File: src/rtl/bumpy_motion_pkg.sv
// Shared types, fixed-point constants and arithmetic helpers for the Bumpy motion responder.
package bumpy_motion_pkg;

    typedef enum logic [1:0] {
        ST_FALLING  = 2'd0,
        ST_STANDING = 2'd1,
        ST_JUMPING  = 2'd2
    } motion_state_t;

    localparam int FIXED_POINT_MULTIPLIER = 64;
    localparam int FP_SHIFT               = 6;
    localparam int POS_W                  = 17;
    localparam int SPD_W                  = 11;
    localparam int PIX_W                  = POS_W - FP_SHIFT;

    function automatic logic signed [SPD_W-1:0] abs_spd(input logic signed [SPD_W-1:0] v);
        if (v[SPD_W-1]) begin
            return -v;
        end else begin
            return v;
        end
    endfunction

    // Adds gravity in a widened sum so the ceiling test cannot wrap.
    function automatic logic signed [SPD_W-1:0] add_gravity(
        input logic signed [SPD_W-1:0] v,
        input logic signed [SPD_W-1:0] g,
        input logic signed [SPD_W-1:0] vmax
    );
        logic signed [SPD_W:0] s;
        logic signed [SPD_W:0] lim;
        s   = {v[SPD_W-1], v} + {g[SPD_W-1], g};
        lim = {vmax[SPD_W-1], vmax};
        if (s > lim) begin
            return vmax;
        end else begin
            return s[SPD_W-1:0];
        end
    endfunction

endpackage

File: src/rtl/bumpy_motion_responder_collision_frame_latch.sv
// Per-frame sticky collision flags; the effective flags fold in the current cycle's inputs.
module collision_frame_latch (
    input  logic i_clk,
    input  logic i_reset,
    input  logic i_sof,
    input  logic i_wall,
    input  logic i_plat,
    input  logic i_trans,
    output logic o_eff_wall,
    output logic o_eff_plat,
    output logic o_eff_trans,
    output logic o_prev_wall
);

    logic r_hit_wall;
    logic r_hit_plat;
    logic r_hit_trans;
    logic r_prev_wall;

    assign o_eff_wall  = r_hit_wall  | i_wall;
    assign o_eff_plat  = r_hit_plat  | i_plat;
    assign o_eff_trans = r_hit_trans | i_trans;
    assign o_prev_wall = r_prev_wall;

    // Accumulate during the frame, clear at frame start and remember the closing wall flag.
    always_ff @(posedge i_clk) begin
        if (i_reset) begin
            r_hit_wall  <= 1'b0;
            r_hit_plat  <= 1'b0;
            r_hit_trans <= 1'b0;
            r_prev_wall <= 1'b0;
        end else if (i_sof) begin
            r_hit_wall  <= 1'b0;
            r_hit_plat  <= 1'b0;
            r_hit_trans <= 1'b0;
            r_prev_wall <= o_eff_wall;
        end else begin
            r_hit_wall  <= r_hit_wall  | i_wall;
            r_hit_plat  <= r_hit_plat  | i_plat;
            r_hit_trans <= r_hit_trans | i_trans;
            r_prev_wall <= r_prev_wall;
        end
    end

endmodule

File: src/rtl/bumpy_motion_responder.sv
// Resolves a frame's collisions into Bumpy's motion state, speeds and published pixel position.
module bumpy_motion_responder
    import bumpy_motion_pkg::*;
#(
    parameter int INIT_X         = 280,
    parameter int INIT_Y         = 100,
    parameter int INIT_SPEED_X   = 64,
    parameter int JUMP_SPEED     = 320,
    parameter int GRAVITY        = 16,
    parameter int MAX_FALL_SPEED = 448,
    parameter int X_MIN          = 0,
    parameter int X_MAX          = 607,
    parameter int Y_MAX          = 447
) (
    input  logic                    clk,
    input  logic                    reset,
    input  logic                    startOfFrame,
    input  logic                    collision_bumpy_wall,
    input  logic                    collision_bumpy_platform,
    input  logic                    collision_bumpy_transplatform,
    input  logic                    jump_key,
    output logic signed [PIX_W-1:0] topLeftX,
    output logic signed [PIX_W-1:0] topLeftY,
    output logic [1:0]              motion_state,
    output logic                    frame_hit
);

    localparam logic [1:0] S_FALLING  = ST_FALLING;
    localparam logic [1:0] S_STANDING = ST_STANDING;
    localparam logic [1:0] S_JUMPING  = ST_JUMPING;

    localparam logic signed [SPD_W-1:0] C_GRAVITY  = SPD_W'(GRAVITY);
    localparam logic signed [SPD_W-1:0] C_JUMP_UP  = SPD_W'(-JUMP_SPEED);
    localparam logic signed [SPD_W-1:0] C_MAX_FALL = SPD_W'(MAX_FALL_SPEED);
    localparam logic signed [SPD_W-1:0] C_INIT_SX  = SPD_W'(INIT_SPEED_X);
    localparam logic signed [POS_W-1:0] C_INIT_PX  = POS_W'(INIT_X * FIXED_POINT_MULTIPLIER);
    localparam logic signed [POS_W-1:0] C_INIT_PY  = POS_W'(INIT_Y * FIXED_POINT_MULTIPLIER);
    localparam logic signed [POS_W:0]   C_X_LO_W   = (POS_W+1)'(X_MIN * FIXED_POINT_MULTIPLIER);
    localparam logic signed [POS_W:0]   C_X_HI_W   = (POS_W+1)'(X_MAX * FIXED_POINT_MULTIPLIER);
    localparam logic signed [POS_W:0]   C_Y_HI_W   = (POS_W+1)'(Y_MAX * FIXED_POINT_MULTIPLIER);

    logic signed [POS_W-1:0] r_pos_x;
    logic signed [POS_W-1:0] r_pos_y;
    logic signed [SPD_W-1:0] r_speed_x;
    logic signed [SPD_W-1:0] r_speed_y;
    logic [1:0]              r_state;
    logic                    r_frame_hit;

    logic w_eff_wall, w_eff_plat, w_eff_trans, w_prev_wall;
    logic w_support, w_wall_edge, w_land, w_bump;
    logic [1:0]              w_st_fsm, w_st_n;
    logic signed [SPD_W-1:0] w_sy_base, w_sy_fsm, w_sy_n, w_sx_bnc, w_sx_n;
    logic signed [POS_W:0]   w_x_sum, w_y_sum;
    logic signed [POS_W-1:0] w_x_n, w_y_n;

    collision_frame_latch u_latch (
        .i_clk       (clk),
        .i_reset     (reset),
        .i_sof       (startOfFrame),
        .i_wall      (collision_bumpy_wall),
        .i_plat      (collision_bumpy_platform),
        .i_trans     (collision_bumpy_transplatform),
        .o_eff_wall  (w_eff_wall),
        .o_eff_plat  (w_eff_plat),
        .o_eff_trans (w_eff_trans),
        .o_prev_wall (w_prev_wall)
    );

    assign w_support   = w_eff_plat | w_eff_trans;
    assign w_wall_edge = w_eff_wall & ~w_prev_wall;
    assign w_sx_bnc    = w_wall_edge ? -r_speed_x : r_speed_x;

    // Vertical state machine: landing and head bump are resolved before gravity.
    always_comb begin
        w_land    = 1'b0;
        w_bump    = 1'b0;
        w_st_fsm  = r_state;
        w_sy_base = r_speed_y;
        w_sy_fsm  = r_speed_y;
        case (r_state)
            S_FALLING: begin
                if (w_support && !r_speed_y[SPD_W-1]) begin
                    w_land   = 1'b1;
                    w_sy_fsm = {SPD_W{1'b0}};
                    w_st_fsm = S_STANDING;
                end else begin
                    w_sy_fsm = add_gravity(r_speed_y, C_GRAVITY, C_MAX_FALL);
                    w_st_fsm = S_FALLING;
                end
            end
            S_STANDING: begin
                if (jump_key) begin
                    w_sy_fsm = C_JUMP_UP;
                    w_st_fsm = S_JUMPING;
                end else if (!w_support) begin
                    w_sy_fsm = C_GRAVITY;
                    w_st_fsm = S_FALLING;
                end else begin
                    w_sy_fsm = {SPD_W{1'b0}};
                    w_st_fsm = S_STANDING;
                end
            end
            S_JUMPING: begin
                if (w_eff_plat && r_speed_y[SPD_W-1]) begin
                    w_bump    = 1'b1;
                    w_sy_base = {SPD_W{1'b0}};
                end else begin
                    w_sy_base = r_speed_y;
                end
                w_sy_fsm = add_gravity(w_sy_base, C_GRAVITY, C_MAX_FALL);
                if (!w_sy_fsm[SPD_W-1]) begin
                    w_st_fsm = S_FALLING;
                end else begin
                    w_st_fsm = S_JUMPING;
                end
            end
            default: begin
                w_sy_fsm = r_speed_y;
                w_st_fsm = S_FALLING;
            end
        endcase
    end

    assign w_x_sum = {r_pos_x[POS_W-1], r_pos_x} + {{(POS_W+1-SPD_W){w_sx_bnc[SPD_W-1]}}, w_sx_bnc};
    assign w_y_sum = {r_pos_y[POS_W-1], r_pos_y} + {{(POS_W+1-SPD_W){w_sy_fsm[SPD_W-1]}}, w_sy_fsm};

    // Playfield clamping; hitting the floor doubles as a landing on the bottom edge.
    always_comb begin
        w_x_n  = w_x_sum[POS_W-1:0];
        w_sx_n = w_sx_bnc;
        w_y_n  = w_y_sum[POS_W-1:0];
        w_sy_n = w_sy_fsm;
        w_st_n = w_st_fsm;
        if (w_x_sum < C_X_LO_W) begin
            w_x_n  = C_X_LO_W[POS_W-1:0];
            w_sx_n = abs_spd(w_sx_bnc);
        end else if (w_x_sum > C_X_HI_W) begin
            w_x_n  = C_X_HI_W[POS_W-1:0];
            w_sx_n = -abs_spd(w_sx_bnc);
        end else begin
            w_x_n  = w_x_sum[POS_W-1:0];
            w_sx_n = w_sx_bnc;
        end
        if (w_y_sum > C_Y_HI_W) begin
            w_y_n  = C_Y_HI_W[POS_W-1:0];
            w_sy_n = {SPD_W{1'b0}};
            w_st_n = S_STANDING;
        end else if (w_y_sum[POS_W]) begin
            w_y_n  = {POS_W{1'b0}};
            w_sy_n = w_sy_fsm;
            w_st_n = w_st_fsm;
        end else begin
            w_y_n  = w_y_sum[POS_W-1:0];
            w_sy_n = w_sy_fsm;
            w_st_n = w_st_fsm;
        end
    end

    // Commit the frame's decision on startOfFrame; outputs hold for the rest of the frame.
    always_ff @(posedge clk) begin
        if (reset) begin
            r_pos_x     <= C_INIT_PX;
            r_pos_y     <= C_INIT_PY;
            r_speed_x   <= C_INIT_SX;
            r_speed_y   <= {SPD_W{1'b0}};
            r_state     <= S_FALLING;
            r_frame_hit <= 1'b0;
        end else if (startOfFrame) begin
            r_pos_x     <= w_x_n;
            r_pos_y     <= w_y_n;
            r_speed_x   <= w_sx_n;
            r_speed_y   <= w_sy_n;
            r_state     <= w_st_n;
            r_frame_hit <= w_land | w_bump | w_wall_edge;
        end else begin
            r_frame_hit <= 1'b0;
        end
    end

    assign topLeftX     = r_pos_x[POS_W-1:FP_SHIFT];
    assign topLeftY     = r_pos_y[POS_W-1:FP_SHIFT];
    assign motion_state = r_state;
    assign frame_hit    = r_frame_hit;

endmodule
File: config.mk
export PLATFORM = sky130hd
export DESIGN_NAME = bumpy_motion_responder
export DESIGN_NICKNAME = d
export VERILOG_FILES = /design/src/rtl/bumpy_motion_pkg.sv /design/src/rtl/bumpy_motion_responder_collision_frame_latch.sv /design/src/rtl/bumpy_motion_responder.sv
export SDC_FILE = /design/constraint.sdc
export NUM_CORES = 1
export LEC_CHECK = 0
export ABC_CLOCK_PERIOD_IN_PS = 6450
export CORE_ASPECT_RATIO = 1.5
export CORE_MARGIN = 5
export CORE_UTILIZATION = 30
export CTS_CLUSTER_SIZE = 14
export DETAILED_ROUTE_END_ITERATION = 10
export PLACE_DENSITY = 0.43
export SLEW_MARGIN = 0
export SYNTH_ARGS = -nofsm -noshare
export SYNTH_HDL_FRONTEND = slang
export SYNTH_SLANG_ARGS = --single-unit
File: constraint.sdc
create_clock -name clk -period 6.45 [get_ports clk]
set_clock_uncertainty 0.1 [all_clocks]
set_input_delay 1.29 -clock clk [delete_from_list [all_inputs] [get_ports clk]]
set_output_delay 1.29 -clock clk [all_outputs]
set_load 0.1 [all_outputs]
Yosys cells after proc, flatten, opt, wreduce, memory -nomap -nowiden
Cells that the tools add are included.

storage, ports and cells
  bits in registers = 63
  output and inout port bits = 25

cells by class
  add/subtract/negate cells = 7
  $lt $le $gt $ge = 5
  eq/ne operators = 2
  muxes and demuxes = 30
  bitwise operators = 9
  reductions and logical operators = 6

operators by type and width
  kind                   number
  $mux 11                14
  $mux 17                4
  $add 17x11->18         2
  $neg 11->11            3
  $pmux 11 s3            1
  $add 11x6->12 const B  2
  $gt 12x10->1 const B   2
  $gt 18x16->1 const B   1
  $gt 18x17->1 const B   1
  $lt 18x1->1 const B    1
  $mux 1                 6
  $mux 2                 3
  $or 1x1->1             6
  $pmux 2 s3             1
  $mux 5                 1
  $reduce_or 2->1        2
  $eq 2x1->1 const B     1
  $eq 2x2->1 const B     1
  $logic_and 1x1->1      2
  $logic_not 2->1        1
  $not 1->1              2
  $and 1x1->1            1
  $logic_not 1->1        1

Longest topological paths before layout
  word-level depth = 12
  gate-level depth with buffers = 21

Modules after synthesis
Synthesis repeated with hierarchy kept, for this count alone.

second synthesis, totals
  cells, all modules = 690
  area total of the unflattened synthesis = 5679.2 um^2

modules (own cells, without submodules)
  module                  instances  cells each  area each (um^2)  sequential area each (um^2)
  bumpy_motion_responder  1          677         5540.3            1141.1
  collision_frame_latch   1          13          138.9             80.1

Worst setup path after synthesis
Ideal clock, no wire load.

  kind = input to register
  start = in collision_bumpy_platform
  end = reg r_pos_y[4]
  setup time = 0.117 ns
  arrival = 5.239 ns
  data required time = 6.233 ns
  path slack = 0.993 ns
  cell stages on the path = 18
  buffers on the path = 1
  cell sequence = nor2_1 -> o22ai_1 -> o31ai_1 -> a21oi_1 -> o22a_1 -> and2_1 -> ha_1 -> fa_1 -> a21o_1 -> nand4_1 -> nand2_1 -> xnor2_1 -> o211a_1 -> a2111o_1 -> o41a_1 -> o21a_1 -> buf_6 -> a32o_1

between the ends
  cells in the longest elaborated chain, start to end = 12

ends and longest elaborated chain
  item                                     RTL line                                                      source
  start, declared                          bumpy_motion_responder.sv:19                                  input logic collision_bumpy_platform,
  $or 1x1->1 *                             bumpy_motion_responder_collision_frame_latch.sv:21            assign o_eff_plat = r_hit_plat | i_plat;
  $logic_and 1x1->1                        bumpy_motion_responder.sv:104                                 if (w_eff_plat && r_speed_y[SPD_W-1]) begin
  $mux 11                                  bumpy_motion_responder.sv:104
  $mux 11                                  bumpy_motion_responder.sv:80                                  case (r_state)
  $add 11x6->12                            bumpy_motion_pkg.sv:32                                        s = {v[SPD_W-1], v} + {g[SPD_W-1], g};
  $gt 12x10->1                             bumpy_motion_pkg.sv:34                                        if (s > lim) begin
  $mux 11                                  bumpy_motion_pkg.sv:34
  $mux 11                                  bumpy_motion_responder.sv:80
  $pmux 11 s3 *                            bumpy_motion_responder.sv:80
  $add 17x11->18 *                         bumpy_motion_responder.sv:125                                 assign w_y_sum = {r_pos_y[POS_W-1], r_pos_y} + {{(POS_W+1-SPD_W){w_sy_fsm[SPD_W-1]}}, w_sy_fsm};
  $gt 18x16->1 or $mux 17 (tied branches)  bumpy_motion_responder.sv:144, bumpy_motion_responder.sv:148
  $mux 17 *                                bumpy_motion_responder.sv:144                                 if (w_y_sum > C_Y_HI_W) begin
  end signal, assigned                     bumpy_motion_responder.sv:170                                 r_pos_y <= w_y_n;
  end, declared                            bumpy_motion_responder.sv:43                                  logic signed [POS_W-1:0] r_pos_y;

Every way passes the cells marked *; elsewhere a longest branch is shown, timed or not. The select of a mux whose other input is x is not followed.
A chain may end at the register's enable or synchronous reset.

Worst setup path after layout
Same ends and word-level chain as after synthesis.

==> results.json <==
{
  "io_buffer_count": 31,
  "ys_warn_count": 0,
  "gr-usage-all-layers_pct": 16.8,
  "ant_nets": 0,
  "max_slew_margin_pct": 33.1,
  "synth_top_area_cell": "dfxtp_1",
  "drive_gt1_share_pct": 10.1,
  "leakagePower_nw": 2.57,
  "grt_max_degree": 25,
  "io_pins": 32,
  "grt_overflow": 0,
  "avgSynthCellArea_um2": 7.80,
  "hpwl_um": 13800,
  "ir_drop_uv": 354,
  "die-width_um": 123,
  "ys_top_cells_by_area": "dfxtp_1 (21%), ha_1 (8.3%), xnor2_1 (4.4%)",
  "cp-start-kind": "input port",
  "utilization_pct": 34.4,
  "drt_iter0_drc": 327,
  "fin_area_mm2": 0.00652,
  "outcome": "finished clean",
  "route.detailed.drc": 0,
  "synth_edf_count": 0,
  "cts_resized": 0,
  "rsz0062_at_grt": "false",
  "fin_crit_ns": 5.87,
  "hold_viol": 0,
  "ys.flop_type": "dfxtp_1",
  "syn_nets": 779,
  "setup_viol": 0,
  "arrival_ns": 6.00,
  "gr-usage-met1_pct": 17.4,
  "synthesis.area_mm2": 0.00572,
  "cap_violations": 0,
  "initial_utilization_pct": 30.2,
  "worstHoldStart": "r_pos_x[4]",
  "synth-seq-cells": 61,
  "holdPathStages": 2,
  "rows": 62,
  "insertion_delay_ns": 0.34,
  "cp_data_required_time_ns": 6.57,
  "wl_per_cell_um": 18.2,
  "yosysSeqAreaShare_pct": 21.3,
  "cts.reportedPaths.clkPinSlew_ns": 0.05,
  "post_cts_buffers": 0,
  "total_power_mw": 3.12,
  "synth_cell_types": 91,
  "met3_usage_pct": 2.53,
  "grtUsageMet2_pct": 31.8,
  "ff2ff_setup_slack_ns": 0.83,
  "fin_crit_sh_pct": 91.1,
  "tightest_slew_ns": 1.00,
  "cts_inserted_buffers": 9,
  "cp-end-kind": "flop",
  "ctsHoldBuffers": 0,
  "critPathMaxFanout": 14,
  "whs_ns": 0.350,
  "coreArea_mm2": 0.0189,
  "antenna_found_initial": 0,
  "grt_pass1_vias": 5471,
  "cts_tree": "yes",
  "cts_sinks": 61,
  "grt_pass1_wl_um": 28700,
  "clock.fmax_mhz": 170,
  "fin_setup_tns_ns": 0,
  "diodes": 0,
  "r2r_cells": 17,
  "cts-htree-levels": 3,
  "critPathKind": "in -> reg",
  "die-area_mm2": 0.0220,
  "r2r_end": "r_pos_y[4]",
  "dieHeight_um": 179,
  "avgViaCountPerCell": 5.60,
  "finalWirelength_um": 18200,
  "synth_top_area_share_pct": 21.3,
  "num_vias": 5584,
  "drt-pass1-iter-count": 5,
  "layout.nets": 782,
  "async_flop_share_pct": 0,
  "cts_max_path_buffers": 2,
  "syn-instance-count": 733,
  "place_area_mm2": 0.00619,
  "gp_congestion": 0.874,
  "gr-max-usage-layer": "met2",
  "hp-class": "reg -> reg",
  "slew_viol_final": 0,
  "rr_startpoint": "r_speed_y[6]",
  "syn2layout_area_growth_pct": 13.9,
  "hold_end": "r_pos_x[4]",
  "cts_root_buffer": "clkbuf_16",
  "power_density_mw_per_mm2": 478,
  "cp-startpoint": "collision_bumpy_platform"
}
## sequential cells by signal (all words and copies together), names as in the netlist
register / flops
frame_hit: 1
motion_state: 2
r_pos_x: 17
r_pos_y: 17
r_speed_x: 9
r_speed_y: 11
u_latch.o_prev_wall: 1
u_latch.r_hit_plat: 1
u_latch.r_hit_trans: 1
u_latch.r_hit_wall: 1
## through the flow
step,cells,setup WS (ns)
5_1_grt,997,0.320
3_3_place_gp,981,0.283
3_5_place_dp,981,0.244
2_1_floorplan,733,0.993
6_report,997,0.576
4_1_cts,997,0.589
## cells in the mapped netlist, drive strengths merged (12+ instances only)
master and instances:
a21oi 53, ha 38, dfxtp 61, nand3 27, nand2 61, inv 22, buf 33, xnor2 30
xor2 13, o21ai 56, and2 14, a32oi 12, clkbuf 30, a21o 13, nor3 20, nor2 44
## worst max-delay path by stage
| stage | slack, ns | end |
|---|---|---|
| floorplan | 0.99 | r_pos_y[4] |
| global placement | 0.28 | r_pos_y[4] |
| detailed placement | 0.24 | r_pos_y[5] |
| CTS | 0.59 | r_pos_y[5] |
| global route | 0.32 | r_pos_y[4] |
| finish | 0.58 | r_pos_y[4] |
## logic make-up (layout without fill, tap and decap cells)
| logic type | count (synthesis) | in the layout | synth area share, % |
|---|---|---|---|
| xor gates and xnor gates | 44 | 44 | 7.11 |
| adders and majority gates | 39 | 39 | 8.66 |
| buffers and inverters | 86 | 94 | 7.59 |
| DFF | 61 | 61 | 21.3 |
| AOI/OAI and AO/OA | 263 | 263 | 33.3 |
| muxes | 4 | 4 | 0.787 |
| and+or+nand+nor | 236 | 236 | 21.2 |
## layout by cell type (no fill, tap or decap), types with 8 or more instances in the layout
master,netlist,layout
ha_1,38,38
buf_4,25,24
a21o_1,13,13
nand3_1,27,27
nor2b_1,11,11
inv_1,19,19
xor2_1,13,13
a211oi_1,9,9
o31ai_1,8,8
o22ai_1,10,10
or3_1,10,10
and2_1,14,14
xnor2_1,29,29
nor3b_1,9,9
a21oi_1,50,50
nand2_1,61,61
a32oi_1,11,11
o21ai_1,9,9
clkdlybuf4s50_1,0,31
dfxtp_1,61,61
nor3_1,18,18
clkbuf_16,0,9
a32o_1,10,10
nand4_1,10,10
a31oi_1,10,10
nor2_1,44,43
o21ai_0,45,45
o211ai_1,9,9
## power breakdown
part / internal [mW] / total [mW] / leakage [nW] / switching [mW]
Sequential: 0.444 / 0.537 / 0.498 / 0.0923
Clock: 0.358 / 0.539 / 0.163 / 0.181
Combinational: 0.707 / 2.04 / 1.91 / 1.33
Total: 1.51 / 3.12 / 2.57 / 1.61
## metal layers
metal | wire, µm | part of all wire, % | up-vias
met5 | 0 | 0 | -
met4 | 794 | 4.4 | 0
met3 | 544 | 3.0 | 42
met2 | 9840 | 54 | 127
met1 | 7020 | 39 | 2676
li1 | - | - | 2739
## critical path, cell delays in order
cell             delay, ns
clkdlybuf4s50_1       0.42
nor2_1                0.18
o22ai_1               0.12
o31ai_1               0.35
a21oi_1               0.20
o22a_1                0.26
and2_1                0.17
ha_1                  0.20
fa_1                  0.41
a21o_1                0.20
nand4_1               0.11
nand2_1               0.13
xnor2_1               0.17
o211a_1               0.21
a2111o_1              0.37
o41a_1                0.46
o21a_1                0.39
a32o_1                0.33
## cell type report
class                      instances  area [µm²]
clock buffer                      12         256
inverter                          23        88.8
multi-input combinational        586        4070
fill                            2035       12400
clock inverter                     4        70.1
timing repair buffer              55         490
tap                              256         320
sequential                        61        1220
Power figures use the tool's default switching activity.
